File: src/rtl/logic_pipe.sv
// Bitwise logic unit with an elastic STAGES-deep valid/ready pipeline and transfer counter.
// Latency: result visible STAGES cycles after acceptance (STAGES-1 edges after the capture edge).
// Backpressure: each stage holds while downstream is stalled; bubbles collapse, full rate when out_ready is high.
//
// Ports:
//   clk, rst             clock and asynchronous active-high reset
//   in_valid / in_ready  upstream handshake for operands a, b and op
//   out_valid / out_ready downstream handshake for y, y_zero, y_ones
//   xfer_count           saturating count of completed output transfers
module logic_pipe #(
    parameter int WIDTH  = 8,
    parameter int STAGES = 2
) (
    input  logic             clk,
    input  logic             rst,
    input  logic             in_valid,
    output logic             in_ready,
    input  logic [WIDTH-1:0] a,
    input  logic [WIDTH-1:0] b,
    input  logic [2:0]       op,
    output logic             out_valid,
    input  logic             out_ready,
    output logic [WIDTH-1:0] y,
    output logic             y_zero,
    output logic             y_ones,
    output logic [15:0]      xfer_count
);

    logic [STAGES-1:0] v_q;
    logic [WIDTH-1:0]  y_q [STAGES];
    logic [STAGES-1:0] zero_q;
    logic [STAGES-1:0] ones_q;
    logic [15:0]       cnt_q;
    logic [15:0]       cnt_d;

    logic [WIDTH-1:0]  res_d;
    logic [STAGES-1:0] rdy;
    logic [STAGES-1:0] up_v;
    logic [STAGES-1:0] up_z;
    logic [STAGES-1:0] up_o;
    logic [WIDTH-1:0]  up_y [STAGES];

    // Stage 1 combinational operation.
    always_comb begin
        res_d = '0;
        case (op)
            3'b000: res_d = a & b;
            3'b001: res_d = a | b;
            3'b010: res_d = a ^ b;
            3'b011: res_d = ~(a & b);
            3'b100: res_d = ~(a | b);
            3'b101: res_d = ~(a ^ b);
            3'b110: res_d = a & ~b;
            3'b111: res_d = a;
            default: res_d = '0;
        endcase
    end

    // Ready chain r_k = !v_k || r_(k+1), unrolled from the output end as
    // "out_ready, or some stage from k onward is empty" so no bit of rdy
    // depends on another bit of rdy.
    always_comb begin
        logic full;
        full = 1'b1;
        rdy  = '0;
        for (int k = STAGES - 1; k >= 0; k--) begin
            full   = full & v_q[k];
            rdy[k] = out_ready || !full;
        end
    end

    // Upstream view of every stage: stage 1 sees the input port, others the previous stage.
    always_comb begin
        up_v    = '0;
        up_z    = '0;
        up_o    = '0;
        up_v[0] = in_valid;
        up_y[0] = res_d;
        up_z[0] = (res_d == '0);
        up_o[0] = &res_d;
        for (int k = 1; k < STAGES; k++) begin
            up_v[k] = v_q[k-1];
            up_y[k] = y_q[k-1];
            up_z[k] = zero_q[k-1];
            up_o[k] = ones_q[k-1];
        end
    end

    assign cnt_d = (v_q[STAGES-1] && out_ready && cnt_q != 16'hFFFF) ? cnt_q + 16'd1 : cnt_q;

    always_ff @(posedge clk or posedge rst) begin
        if (rst) begin
            v_q    <= '0;
            zero_q <= '0;
            ones_q <= '0;
            cnt_q  <= '0;
            for (int k = 0; k < STAGES; k++) begin
                y_q[k] <= '0;
            end
        end else begin
            for (int k = 0; k < STAGES; k++) begin
                // Payload loads whenever the stage is ready; an invalid payload is don't-care.
                if (rdy[k]) begin
                    v_q[k]    <= up_v[k];
                    y_q[k]    <= up_y[k];
                    zero_q[k] <= up_z[k];
                    ones_q[k] <= up_o[k];
                end
            end
            cnt_q <= cnt_d;
        end
    end

    assign in_ready   = rdy[0];
    assign out_valid  = v_q[STAGES-1];
    assign y          = y_q[STAGES-1];
    assign y_zero     = zero_q[STAGES-1];
    assign y_ones     = ones_q[STAGES-1];
    assign xfer_count = cnt_q;

endmodule
File: config.mk
export PLATFORM = sky130hd
export DESIGN_NAME = logic_pipe
export DESIGN_NICKNAME = d
export VERILOG_FILES = /design/src/rtl/logic_pipe.sv
export SDC_FILE = /design/constraint.sdc
export NUM_CORES = 1
export LEC_CHECK = 0
export ABC_AREA = 1
export ABC_CLOCK_PERIOD_IN_PS = 2700
export CAP_MARGIN = 10
export CORE_MARGIN = 2
export CORE_UTILIZATION = 30
export DETAILED_ROUTE_END_ITERATION = 16
export HOLD_SLACK_MARGIN = 0.1
export PLACE_DENSITY = 0.57
export SLEW_MARGIN = 15
export SYNTH_ARGS = -nofsm -noshare
export SYNTH_HDL_FRONTEND = slang
export SYNTH_SLANG_ARGS = --single-unit
File: constraint.sdc
create_clock -name clk -period 2.7 [get_ports clk]
set_input_delay 0.54 -clock clk [delete_from_list [all_inputs] [get_ports clk]]
set_output_delay 0.54 -clock clk [all_outputs]
set_load 0.02 [all_outputs]
==> impl_metrics.yaml <==
outcome:
  outcome: "finished clean"
detailed_routing:
  drt_iter0_drc: 96
  routed_wl_mm: 6.96
  vias: 2831
  drc: 0
  via_per_inst: 4.50
  first_pass_iters: 4
  wl_per_cell_um: 11.1
  ant_nets: 0
die:
  rows: 36
  io_pins: 51
  core_area_um2: 9730
  initial_core_util: 0.307
  die_area_um2: 10800
  die_w_um: 104
  chipHeight_um: 104
placed_design:
  place_ws_ns: 0.0836
  place_area_um2: 3690
  io_buffers: 50
  gp_congestion: 0.883
  dpl.hpwl_mm: 5.63
  dp_cells: 621
worst_setup_path:
  cp_max_fo: 2
  r2r-end: "xfer_count[14]$_DFFE_PP0P_"
  rr_worst_depth: 9
  critPathBufInv: 4
  timing.critical_path.mode_cell: "clkdlybuf4s50_1"
  start_kind: "input port"
  critPathArrivalTime_ns: 2.06
  slowest_stage: "clkdlybuf4s50_1"
  crit_required_ns: 2.16
  cp-end-kind: "output pin"
  reg2reg_from: "xfer_count[1]$_DFFE_PP0P_"
  rrSetupSlack_ns: 0.86
  max_stage_delay_ns: 0.55
  path_cells: "clkdlybuf4s50_1 -> nor2_4 -> inv_1 -> nor2_1 -> clkinv_1 -> clkdlybuf4s50_1"
  path_delay_family: "buffers and inverters"
  path_class: "input port to output pin"
synthesis:
  syn_nets: 482
  synth_seq_cells: 38
  ys_seq_area_frac: 0.318
  synth_top_area_share: 0.318
  yosys_warnings: 0
  postSynthAreaPerCell_um2: 6.89
  synth_area_leader_cell: "dfrtp_1"
  synthTopCellsByArea: "dfrtp_1, nand2_1, ha_1"
  synth.most_common_cell: "nand2_1"
  synth_cell_types: 28
  ys.flop_type: "dfrtp_1"
  syn_inst: 434
  syn_area_um2: 2990
  synth_edf_count: 0
  synth_common_cells: "nand2_1, inv_1, nor2_1, dfrtp_1, nand3_1"
  synthArstFlopShare: 1.00
power_and_ir_drop:
  power_per_cell_area_nw_per_um2: 469
  finalPower_mw: 1.77
  leakagePower_nw: 2.00
  ir_drop_mv: 0.301
final_layout:
  drive_above_1_share: 0.0887
  finish.instance_area_um2: 3780
  post-route-util: 0.389
  final_nets: 543
  layout-area-overhead-vs-synth_pct: 26.4
  fin_cells: 629
  diodes: 0
global_routing:
  grt_first_pass_wirelength_mm: 12.0
  grt_usage: 0.131
  grt_max_degree: 39
  antenna_found_initial: 0
  grt_pass1_vias: 2749
  grt_overflow: 0
timing:
  fin_skew_ns: 0.00508
  hold_violations: 0
  slew_violations: 0
  max-slew-margin-rel: 0.684
  min_period_ns: 2.60
  setup_viol: 0
  rsz0062_at_grt: "no"
  setup_tns_ns: 0
  fin_hold_ws_ns: 0.452
  worst_pin_slew_ns: 0.474
  setup_ws_ns: 0.102
  min_period_over_period: 0.962
  max_freq_ghz: 0.385
worst_hold_path:
  hold_path.class: "flip-flop to flip-flop"
  whs_endpoint: "v_q[1]$_DFFE_PP0P_"
  whs_path_depth: 2
  hp-start: "v_q[0]$_DFFE_PP0P_"
clock_tree:
  tritoncts: "yes"
  numClockSinks: 38
  root_buffer: "clkbuf_8"
  clockBufferDepth: 2
  cts_hold_buf: 0
  cts.repair.resized: 0
  clk_latency_ns: 0.28
  cts_made_buffers: 5
  clkTransAtPathRegs_ns: 0.07
  htreeDepth: 2
  cts_setup_buffers: 0
flow_run:
  max_cap_violations: 0
-- metal layers --
metal / vias to the layer above / part of all wire / GRT usage / wire, um
met4: 0 / 0.012 / 0.0319 / 84
met1: 1268 / 0.45 / 0.160 / 3140
met3: 9 / 0.050 / 0.0257 / 346
met5: - / 0 / 0 / 0
met2: 77 / 0.49 / 0.236 / 3400
li1: 1477 / - / - / -
-- layout by cell type, fill, tap and decap left out, types with 3 or more instances in the layout --
cell type        count
buf_4               16
clkbuf_8             6
clkdlybuf4s50_1     50
dfrtp_1             38
ha_1                25
inv_1               56
inv_2                4
nand2_1            145
nand2_2              3
nand3_1             28
nand3b_1             4
nand4_1             20
nor2_1              44
nor2_2               3
nor2_4               4
nor3_1               3
o21ai_0             16
o21ai_1              6
xnor2_1              8
xor2_1               6
-- cells by family after synthesis --
family,Yosys count,synth area share
XOR/XNOR,14,0.0410
AND/OR/NAND/NOR,262,0.394
buffers and inverters,73,0.106
flip-flops,38,0.318
adder cells (fa/ha/maj),25,0.105
AO/OA/AOI/OAI,22,0.0368
-- worst min-delay path, stage by stage (launching register included) --
cell,delay [ns]
dfrtp_1,0.32
inv_1,0.04
nand2_1,0.05
-- layout make-up --
cell class / count / area, um^2
Clock buffer: 7 / 86.3
Clock inverter: 1 / 5.00
Fill cell: 1064 / 5950
Inverter: 61 / 229
Multi-Input combinational cell: 323 / 1720
Sequential cell: 38 / 951
Tap cell: 133 / 166
Timing Repair Buffer: 66 / 621
-- registers in the layout, summed over array words and instances (netlist names) --
name,cells
xfer_count,16
up_y,8
y,8
ones_q,2
v_q,2
zero_q,2
-- report_power, final --
group / total (mW) / internal [mW] / switching (mW)
logic: 0.647 / 0.284 / 0.363
clock network: 0.393 / 0.206 / 0.187
registers: 0.734 / 0.661 / 0.0727
total: 1.77 / 1.15 / 0.622
-- worst max-delay path by stage --
stage / to / cells past startpoint / slack (ns) / start
after floorplan: in_ready / 5 / 0.94 / v_q[1]$_DFFE_PP0P_
after global placement: in_ready / 6 / 0.10 / out_ready
after detailed placement: in_ready / 6 / 0.08 / out_ready
after CTS: in_ready / 6 / 0.07 / out_ready
after global routing: in_ready / 6 / 0.003 / out_ready
final: in_ready / 6 / 0.10 / out_ready
Note: power is estimated with default switching activity, not from simulation.
